$ cat config.mk
export PLATFORM = sky130hd
export DESIGN_NAME = ibex_avalon_data_bridge
export DESIGN_NICKNAME = d
export VERILOG_FILES = /design/src/rtl/ibex_avalon_data_bridge.sv
export SDC_FILE = /design/constraint.sdc
export NUM_CORES = 1
export LEC_CHECK = 0
export CAP_MARGIN = 20
export CORE_MARGIN = 2
export CORE_UTILIZATION = 30
export CTS_BUF_LIST = sky130_fd_sc_hd__clkbuf_16
export DETAILED_ROUTE_END_ITERATION = 10
export SLEW_MARGIN = 20
export SYNTH_ARGS = -nofsm -noshare
export SYNTH_HDL_FRONTEND = slang
export SYNTH_SLANG_ARGS = --single-unit
$ cat constraint.sdc
create_clock -name clk_i -period 3 [get_ports clk_i]
set_input_delay 0.45 -clock clk_i [delete_from_list [all_inputs] [get_ports clk_i]]
set_output_delay 0.45 -clock clk_i [all_outputs]
set_load 0.02 [all_outputs]
$ cat src/rtl/ibex_avalon_data_bridge.sv
// ibex_avalon_data_bridge: Ibex data port to Avalon-MM bridge with in-order read/write completions (optional IBEX_DBRIDGE_ERR_EN keeps read response codes)
module ibex_avalon_data_bridge #(
    parameter int DEPTH = 4
) (
    input  logic        clk_i,
    input  logic        rst_ni,
    input  logic        core_read,
    input  logic        core_write,
    input  logic [31:0] core_addr,
    input  logic [3:0]  core_be,
    input  logic [31:0] core_wdata,
    output logic        core_busy,
    output logic        core_rvalid,
    output logic [31:0] core_rdata,
    output logic        core_wrespvalid,
    output logic [1:0]  core_resp,
    output logic [31:0] avm_address,
    output logic        avm_read,
    output logic        avm_write,
    output logic [3:0]  avm_byteenable,
    output logic [31:0] avm_writedata,
    input  logic        avm_waitrequest,
    input  logic [31:0] avm_readdata,
    input  logic        avm_readdatavalid,
    input  logic [1:0]  avm_response
);
    localparam int AW = $clog2(DEPTH);
`ifdef IBEX_DBRIDGE_ERR_EN
    localparam int RW = 34;
`else
    localparam int RW = 32;
`endif
    logic [DEPTH-1:0] ord_q;
    logic [AW-1:0]    ord_wp, ord_rp, rd_wp, rd_rp;
    logic [AW:0]      ord_cnt, rd_cnt, rd_pend;
    logic [RW-1:0]    rd_mem [DEPTH];
    logic [RW-1:0]    rd_in;
    logic             full, rd_acc, wr_acc, accept, ret, head_wr, head_rd, pop_ord;
    assign full           = ord_cnt == (AW+1)'(DEPTH);
    assign avm_read       = core_read & ~full;
    assign avm_write      = core_write & ~full;
    assign core_busy      = avm_waitrequest | full;
    assign avm_address    = core_addr;
    assign avm_byteenable = core_be;
    assign avm_writedata  = core_wdata;
    assign rd_acc         = avm_read & ~avm_waitrequest;
    assign wr_acc         = avm_write & ~avm_waitrequest;
    assign accept         = rd_acc | wr_acc;
    assign ret            = avm_readdatavalid & (rd_pend != '0);
    assign head_wr        = (ord_cnt != '0) & ord_q[ord_rp];
    assign head_rd        = (ord_cnt != '0) & ~ord_q[ord_rp] & (rd_cnt != '0);
    assign pop_ord        = head_wr | head_rd;
    assign core_wrespvalid = head_wr;
    assign core_rvalid     = head_rd;
    assign core_rdata      = head_rd ? rd_mem[rd_rp][31:0] : '0;
`ifdef IBEX_DBRIDGE_ERR_EN
    assign rd_in     = {avm_response, avm_readdata};
    assign core_resp = head_rd ? rd_mem[rd_rp][33:32] : 2'b00;
`else
    logic unused_resp;
    assign unused_resp = ^avm_response;
    assign rd_in       = avm_readdata;
    assign core_resp   = 2'b00;
`endif
    // Order FIFO of transaction types (1 = write) plus outstanding-read and read-FIFO bookkeeping
    always_ff @(posedge clk_i or negedge rst_ni) begin
        if (!rst_ni) begin
            ord_q   <= '0;
            ord_wp  <= '0;
            ord_rp  <= '0;
            ord_cnt <= '0;
            rd_wp   <= '0;
            rd_rp   <= '0;
            rd_cnt  <= '0;
            rd_pend <= '0;
        end else begin
            if (accept) begin
                ord_q[ord_wp] <= wr_acc;
                ord_wp        <= ord_wp + AW'(1);
            end
            if (pop_ord) ord_rp <= ord_rp + AW'(1);
            if (ret) rd_wp <= rd_wp + AW'(1);
            if (head_rd) rd_rp <= rd_rp + AW'(1);
            ord_cnt <= ord_cnt + (AW+1)'(accept) - (AW+1)'(pop_ord);
            rd_cnt  <= rd_cnt + (AW+1)'(ret) - (AW+1)'(head_rd);
            rd_pend <= rd_pend + (AW+1)'(rd_acc) - (AW+1)'(ret);
        end
    end
    // Read-data storage; entries are only consumed behind the counters above
    always_ff @(posedge clk_i) begin
        if (ret) rd_mem[rd_wp] <= rd_in;
    end
endmodule

==> results.yml, run 1 <==
power:
  p_leak_nw: 2.80
  p_per_area_nw_per_um2: 1130
  peakVddDrop_uv: 572
synthesis:
  synth_edf_count: 128
  yosysSeqAreaShare_pct: 66.2
  synth_seq_cells: 149
  synthFlopType: "edfxtp_1"
  yosys_warnings: 0
  syn_area_um2: 6600
  yosys-top-cells-area: "edfxtp_1, mux4_2, buf_4, dfrtp_1, ha_1"
  synthCells: 382
  ys_async_sr_fraction_pct: 14.1
  ys_types: 34
  synth.largest_area_cell: "edfxtp_1"
  avgSynthCellArea_um2: 17.3
  synth_top_area_share_pct: 58.3
critical_path:
  end_kind: "primary output"
  r2r-start: "ord_rp[0]"
  critPathMaxStageDelay_ps: 530
  crit_fanout: 28
  cp.depth: 5
  r2r.worst_path.cells: 10
  reg2reg_to: "rd_cnt[2]"
  r2r_setup_slack_ps: 300
  crit_type: "flip-flop to primary output"
  worstPathCellList: "mux4_2 -> or3_4 -> buf_12 -> nor2b_1 -> clkdlybuf4s15_1"
  cp-endpoint: "core_rdata[15]"
  crit_start: "ord_rp[0]"
  crit_arrival_ps: 2380
  cp.required_ps: 2550
  cp-start-kind: "flip-flop"
  critPathBufInv: 2
  slowest_stage: "mux4_2"
  crit_family: "simple AND/OR/NAND/NOR gates"
route:
  wl_per_cell_um: 19.8
  via_count: 3228
  firstDrtPassIters: 6
  drc_errors: 0
  drt_iter0_drc: 165
  totalWireLength_um: 13900
  ant_nets: 0
  vias_per_cell: 4.58
floorplanning:
  io_pins: 215
  row_count: 54
  core_area_um2: 21700
  dieWidth_um: 152
  die_area_um2: 23200
  die_h_um: 152
  start_util_pct: 30.4
timing:
  finClkSkew_ps: 11.4
  hold_slack_ps: -16.7
  finalHoldViolCount: 17
  fmax_mhz: 353
  period_minus_slack_ps: 2830
  fin_crit_sh_pct: 94.5
  rsz0062_at_grt: "false"
  tns_ps: 0
  slew_violations: 0
  layout_setup_ws_ps: 166
  finalSetupViolCount: 0
global_routing:
  grt_pass1_vias: 3536
  grt_usage_pct: 12.3
  overflow: 0
  grt_max_degree: 29
  antenna_found_initial: 0
  grt_first_pass_wirelength_um: 20800
placement:
  portBuffers: 74
  gp_congestion: 0.768
  place_area_um2: 7340
  dpl.hpwl_um: 9550
  dp_slack_ps: 129
final_layout:
  drive_gt1_share_pct: 24.8
  finish.instance_area_um2: 7940
  syn_to_final_growth_pct: 20.4
  nFillCells: 1983
  nets: 536
clock_tree:
  clock_latency_ps: 430
  cts.clk_slew.worst_paths_ps: 70
  hold_buffers: 0
  post_cts_resized: 58
  numCtsBuffers: 17
  postCtsSetupRepairBufs: 0
  clock-sinks: 149
  cts.path.max_buffers: 2
  cts_tree: "built"
  h-tree-depth: 4
  root_buffer: "clkbuf_16"
run_status:
  status: "complete, but fails checks"
  failed_checks: "negative hold slack"
run:
  cap_violations: 0
hold_path:
  min_path_type: "input pin to async pin"
[cells by family (layout without fill, tap and decap cells)]
kind of cell             after synthesis  count (layout)  synth area share (%)
other                                  1               3                0.0569
buffers and inverters                102             143                  10.2
adder cells (fa/ha/maj)               17              17                  3.57
XOR/XNOR                              11              11                  1.57
AO/OA/AOI/OAI                          9               9                  1.10
multiplexers                          35              35                  11.6
flip-flops                           149             149                  66.2
AND/OR/NAND/NOR                       58              58                  5.63
[routing by layer]
layer | vias to the layer above | global-route usage (%) | part of all wire [%]
li1 | 1407 | - | -
met1 | 1616 | 13.1 | 37
met2 | 145 | 20.8 | 51
met3 | 60 | 5.03 | 8.6
met4 | 0 | 6.63 | 3.7
met5 | - | 0 | 0
[power by group]
| group | total [W] | internal (W) | leakage [nW] | switching [W] |
|---|---|---|---|---|
| clock network | 0.00215 | 0.00120 | 0.292 | 0.000952 |
| logic | 0.00376 | 0.00182 | 1.09 | 0.00194 |
| registers | 0.00304 | 0.00280 | 1.42 | 0.000247 |
| total | 0.00895 | 0.00582 | 2.80 | 0.00314 |
[layout make-up]
type                    count  area [µm²]  share of cell area (%)
clock inverters            15         181                    2.28
multi-input cells         132        1570                    19.7
flip-flops and latches    149        4370                    55.1
well taps                 280         350                    4.41
inverters                  19        71.3                   0.898
clock buffers              17         425                    5.36
repair buffers             92         972                    12.2
diodes                      1        2.50                  0.0315
[state kept, by name (all words and copies together), names as in the netlist]
signal	count
ord_cnt	3
ord_q	4
rd_rp	2
ord_rp	2
ord_wp	2
rd_cnt	3
rd_mem	128
rd_wp	2
rd_pend	3
[synthesized netlist by cell type (all sizes together), types with 2 or more instances]
cell type	count
inv	19
fa	3
nor2b	32
mux4	33
dfrtp	21
nand2	3
nor2	3
edfxtp	128
and2	7
nand4b	4
or3	2
ha	14
buf	78
xor2	2
nor3	3
a32o	4
clkbuf	5
xnor2	9
[how the worst min path moves through the flow]
stage              from         end  slack (ps)  cells after the start
6_report         rst_ni   ord_wp[1]         -20                      1
5_1_grt          rst_ni   ord_wp[1]          10                      1
4_1_cts        ord_q[0]    ord_q[0]         510                      1
3_5_place_dp   ord_q[0]    ord_q[0]         490                      1
3_3_place_gp   ord_q[2]    ord_q[2]         480                      1
2_1_floorplan    rst_ni  ord_cnt[0]         150                      0
[layout by cell type, fill, tap and decap left out, drive strengths merged]
cell,netlist,final
or3b,1,1
nor2b,32,32
buf,78,20
o31a,1,1
clkdlybuf4s15,0,20
xnor2,9,9
ha,14,14
bufinv,0,1
mux2i,1,1
conb,1,2
a32o,4,4
nor3b,1,1
nor3,3,3
clkinv,0,4
o21ai,1,1
mux2,1,1
nand4b,4,4
and2,7,7
xor2,2,2
dfrtp,21,21
fa,3,3
clkdlybuf4s50,0,40
inv,19,27
nor2,3,3
o22ai,1,1
nor4,1,1
nand2,3,3
a211oi,1,1
and2b,1,1
dlygate4sd2,0,12
edfxtp,128,128
clkinvlp,0,2
diode,0,1
mux4,33,33
or3,2,2
clkbuf,5,17
a21oi,1,1
[per-stage QoR]
| stage | instances | utilization, % | power, W |
|---|---|---|---|
| global placement | 672 | 33.8 | 0.00709 |
| detailed placement | 672 | 33.8 | 0.00717 |
| finish | 705 | 36.6 | 0.00895 |
| global route | 704 | 36.6 | 0.00951 |
| CTS | 704 | 36.6 | 0.00916 |
| floorplan | 383 | - | 0.00559 |
[worst reg2reg max path, delay by kind of cell (launching register included)]
kind	cells	cell delay, ps
xor gates and xnor gates	2	320
and+or+nand+nor	1	420
buffers and inverters	3	290
adders and majority gates	3	690
DFF	1	370
muxes	1	530
Power figures use the tool's default switching activity.
==> run 2, diff against run 1 <==
- GPL_TIMING_DRIVEN: unset -> 0
==> run 2 against run 1 <==
Net effect:
- the flow still finishes with violations (negative hold slack)
- register-to-register slack got worse by 150 ps
- die area unchanged
- worst hold slack gained 8.7 ps
- fmax decreased by 2.2%
- clock power fell by 4%
- combinational power up 6.4%
- sequential power is 2% lower
- flip-flop and latch count did not move
- final cell count rose by 19%
- via count up 13%
==> results.yml, run 2 (synthesis gave the netlist of run 1 again) <==
timing:
  worstMarginPinSlew_ps: 706
  slew_violations: 0
  slew_headroom_pct: 52.9
  fmax_mhz: 345
  tns_ps: 0
  period_minus_slack_ps: 2900
  hold_slack_ps: -7.99
  finClkSkew_ps: 8.88
  finalHoldViolCount: 11
  rsz0062_at_grt: "true"
  fin_crit_sh_pct: 96.6
  finalSetupViolCount: 0
final_layout:
  diodes: 0
  drive_gt1_share_pct: 34.6
  finish.instance_area_um2: 8980
  fin_cells: 841
  nets: 674
  top_regs: "rd_mem x128, ord_q x4"
  mostFrequentLayoutCells: "edfxtp_1, clkdlybuf4s50_1, buf_4, mux4_2, nor2b_1"
  fin_util_pct: 41.4
  largest_reg_flops: 128
  nFillCells: 1963
  syn_to_final_growth_pct: 36.1
  multi_input_area_um2: 1580
  seq_area_um2: 4370
  final_common_cell: "edfxtp_1"
  largest-register: "rd_mem"
critical_path:
  crit_fanout: 10
  critPathMaxStageDelay_ps: 510
  cp-start-kind: "flip-flop"
  end_kind: "primary output"
  crit_type: "flip-flop to primary output"
  r2r_setup_slack_ps: 150
  worstPathCellList: "mux4_2 -> or3_1 -> clkbuf_4 -> buf_6 -> nor2b_1 -> clkdlybuf4s15_2"
  r2r.worst_path.cells: 11
  slowest_stage: "mux4_2"
  reg2reg_to: "rd_cnt[2]"
  r2r-start: "ord_rp[0]"
  cp.required_ps: 2550
  crit_arrival_ps: 2450
clock_tree:
  clock_latency_ps: 420
  cts.path.max_buffers: 2
  numCtsBuffers: 17
  clock-sinks: 149
  cts.clk_slew.worst_paths_ps: 60
  cts_tree: "built"
  hold_buffers: 0
  h-tree-depth: 4
  root_buffer: "clkbuf_16"
global_routing:
  antenna_found_initial: 0
  grt_max_degree: 25
  grt_usage_pct: 13.0
  overflow: 0
  grt_pass1_vias: 3932
  grt_first_pass_wirelength_um: 22700
floorplanning:
  dieWidth_um: 152
  row_count: 54
  start_util_pct: 30.4
  die_h_um: 152
  die_area_um2: 23200
  io_pins: 215
  core_area_um2: 21700
power:
  p_per_area_nw_per_um2: 1010
  peakVddDrop_uv: 570
  p_leak_nw: 3.33
placement:
  dp_cells: 809
  dpl.hpwl_um: 10800
  place_area_um2: 8460
  gp_congestion: 0.750
  portBuffers: 142
route:
  wl_met1_um: 5820
  vias_per_cell: 4.35
  ant_nets: 0
  highest_layer: "met4"
  totalWireLength_um: 15000
  drt_iter0_drc: 172
  via_count: 3657
  route.met2.wl_um: 7970
  firstDrtPassIters: 4
  wl_met3_um: 1040
  drc_errors: 0
  wl_per_cell_um: 17.8
run:
  cap_violations: 0
run_status:
  failed_checks: "negative hold slack"
  status: "complete, but fails checks"
hold_path:
  min_path_type: "input pin to async pin"
[run 2: per-stage QoR]
step                hold WS, ps  worst slack [ps]  power, W
global route               14.5             -4.50   0.00959
floorplan                   154               189   0.00559
finish                    -7.99               103   0.00905
global placement            486              -328   0.00718
detailed placement          498              26.4   0.00735
CTS                         512              1.03   0.00927
[run 2: repair_timing]
action | in CTS | in global routing
setup buffers | 0 | 1
resized for setup | 94 | 19
setup endpoints to repair | 33 | 30
[run 2: layout make-up]
type | instances | share of cell area, %
plain buffers | 83 | 6.77
clock buffers | 17 | 4.74
clock inverters | 14 | 1.67
inverters | 19 | 0.794
multi-input cells | 132 | 17.6
flip-flops and latches | 149 | 48.7
well taps | 280 | 3.90
repair buffers | 147 | 15.9
[run 2: critical path: cells and delay by family, from the launching register on]
family        cells  cell delay, ps
buf+inv           3             650
flops             1             370
simple gates      2             490
mux               1             510
[run 2: worst max-delay path by stage]
stage	slack (ps)	cells after the start	from	endpoint
floorplan	190	11	ord_rp[0]	rd_cnt[2]
global placement	-330	4	avm_readdatavalid	rd_mem[1][8]
detailed placement	30	6	ord_rp[0]	core_rdata[22]
CTS	1	6	ord_rp[0]	core_rdata[10]
global route	-5	6	ord_rp[0]	core_rdata[18]
finish	100	6	ord_rp[0]	core_rdata[21]
[run 2: power by group]
part / internal (W) / switching [W]
Combinational: 0.00183 / 0.00217
Clock: 0.00123 / 0.000839
Sequential: 0.00280 / 0.000184
Total: 0.00586 / 0.00319
[run 2: metal layers]
| layer | track usage, % | vias up |
|---|---|---|
| met5 | 0 | - |
| met4 | 3.60 | 0 |
| met3 | 4.12 | 8 |
| met2 | 23.7 | 158 |
| met1 | 14.7 | 1821 |
| li1 | - | 1670 |
==> run 3, diff against run 2 <==
- TNS_END_PERCENT: unset -> 5
==> run 3 against run 2 <==
Net effect:
- the flow still finishes with violations (negative hold slack)
- critical path depth stayed put
- sequential share of layout area about the same
- clock skew hardly changed
- die area stayed put
- global-route usage unchanged
- design area barely moved
- worst hold slack about the same
==> results.yml, run 3 (synthesis gave the netlist of run 1 again) <==
timing:
  fmax_mhz: 346
  layout_setup_ws_ps: 108
  hold_slack_ps: -7.99
  fin_crit_sh_pct: 96.4
  slew_headroom_pct: 52.9
  rsz0062_at_grt: "true"
  period_minus_slack_ps: 2890
  worstMarginPinSlew_ps: 706
  finalHoldViolCount: 11
  finalSetupViolCount: 0
  finClkSkew_ps: 8.88
  tns_ps: 0
  slew_violations: 0
route:
  drc_errors: 0
  drt_iter0_drc: 172
  wl_per_cell_um: 17.8
  vias_per_cell: 4.35
  ant_nets: 0
  totalWireLength_um: 15000
  via_count: 3657
  firstDrtPassIters: 4
final_layout:
  largest-register: "rd_mem"
  drive_gt1_share_pct: 34.4
  top_regs: "rd_mem x128, ord_q x4"
  mostFrequentLayoutCells: "edfxtp_1, clkdlybuf4s50_1, buf_4, mux4_2, nor2b_1"
  nFillCells: 1964
  nets: 674
  fin_util_pct: 41.4
  final_common_cell: "edfxtp_1"
  finish.instance_area_um2: 8980
  largest_reg_flops: 128
  syn_to_final_growth_pct: 36.1
  diodes: 0
critical_path:
  r2r_setup_slack_ps: 160
  crit_type: "flip-flop to primary output"
  cp-start-kind: "flip-flop"
  r2r-start: "ord_rp[0]"
  r2r.worst_path.cells: 11
  end_kind: "primary output"
  crit_start: "ord_rp[0]"
  crit_fanout: 10
  crit_arrival_ps: 2440
  reg2reg_to: "rd_cnt[2]"
  cp.required_ps: 2550
  cp-endpoint: "core_rdata[21]"
power:
  p_per_area_nw_per_um2: 1010
  p_leak_nw: 3.33
  peakVddDrop_uv: 570
clock_tree:
  h-tree-depth: 4
  cts.clk_slew.worst_paths_ps: 60
  clock_latency_ps: 420
  cts_tree: "built"
  cts.path.max_buffers: 2
  clock-sinks: 149
  root_buffer: "clkbuf_16"
  hold_buffers: 0
  numCtsBuffers: 17
placement:
  portBuffers: 142
  gp_congestion: 0.750
  place_area_um2: 8460
  dp_slack_ps: 26.4
  dpl.hpwl_um: 10800
floorplanning:
  dieWidth_um: 152
  row_count: 54
  core_area_um2: 21700
  io_pins: 215
  die_area_um2: 23200
  die_h_um: 152
  start_util_pct: 30.4
hold_path:
  min_path_type: "input pin to async pin"
run:
  cap_violations: 0
run_status:
  failed_checks: "negative hold slack"
  status: "complete, but fails checks"
global_routing:
  grt_max_degree: 25
  grt_first_pass_wirelength_um: 22700
  grt_pass1_vias: 3932
  overflow: 0
  grt_usage_pct: 13.0
  antenna_found_initial: 0
[run 3: where the power goes]
| group | switching, W | internal [W] |
|---|---|---|
| Clock | 0.000839 | 0.00123 |
| Sequential | 0.000184 | 0.00280 |
| Combinational | 0.00217 | 0.00183 |
| Total | 0.00319 | 0.00585 |
[run 3: metal layers]
metal | GRT usage, % | part of all wire [%] | wire length (µm)
met1 | 14.7 | 39 | 5820
met2 | 23.7 | 53 | 7970
met3 | 4.12 | 6.9 | 1040
met4 | 3.60 | 0.88 | 131
met5 | 0 | 0 | 0
[run 3: critical path, stage by stage, from the launching register on]
cell             delay, ps
dfrtp_1                370
mux4_2                 510
or3_1                  380
clkbuf_4               200
buf_6                  170
nor2b_1                110
clkdlybuf4s15_2        280
[run 3: worst min-delay path by stage]
stage | end | slack [ps] | cells past startpoint
6_report | ord_wp[1] | -8 | 1
5_1_grt | ord_wp[1] | 10 | 1
4_1_cts | ord_q[2] | 510 | 1
3_5_place_dp | ord_q[2] | 500 | 1
3_3_place_gp | ord_q[2] | 490 | 1
2_1_floorplan | ord_cnt[0] | 150 | 0
[run 3: area by class of cell]
class / instances / area [µm²] / share of cell area [%]
timing repair buffer: 147 / 1420 / 15.9
buffer: 83 / 608 / 6.77
tap: 280 / 350 / 3.90
multi-input combinational: 132 / 1580 / 17.6
sequential: 149 / 4370 / 48.7
inverter: 19 / 71.3 / 0.795
clock buffer: 17 / 425 / 4.74
clock inverter: 14 / 150 / 1.67
[run 3: metrics by stage]
step	total power (W)	std cells
3_5_place_dp	0.00735	809
4_1_cts	0.00927	840
5_1_grt	0.00959	841
3_3_place_gp	0.00718	805
6_report	0.00904	841
2_1_floorplan	0.00559	383
[run 3: what timing repair did]
item / in CTS / in global routing
setup buffers: 0 / 1
setup endpoints to repair: 33 / 30
resized for setup: 94 / 18
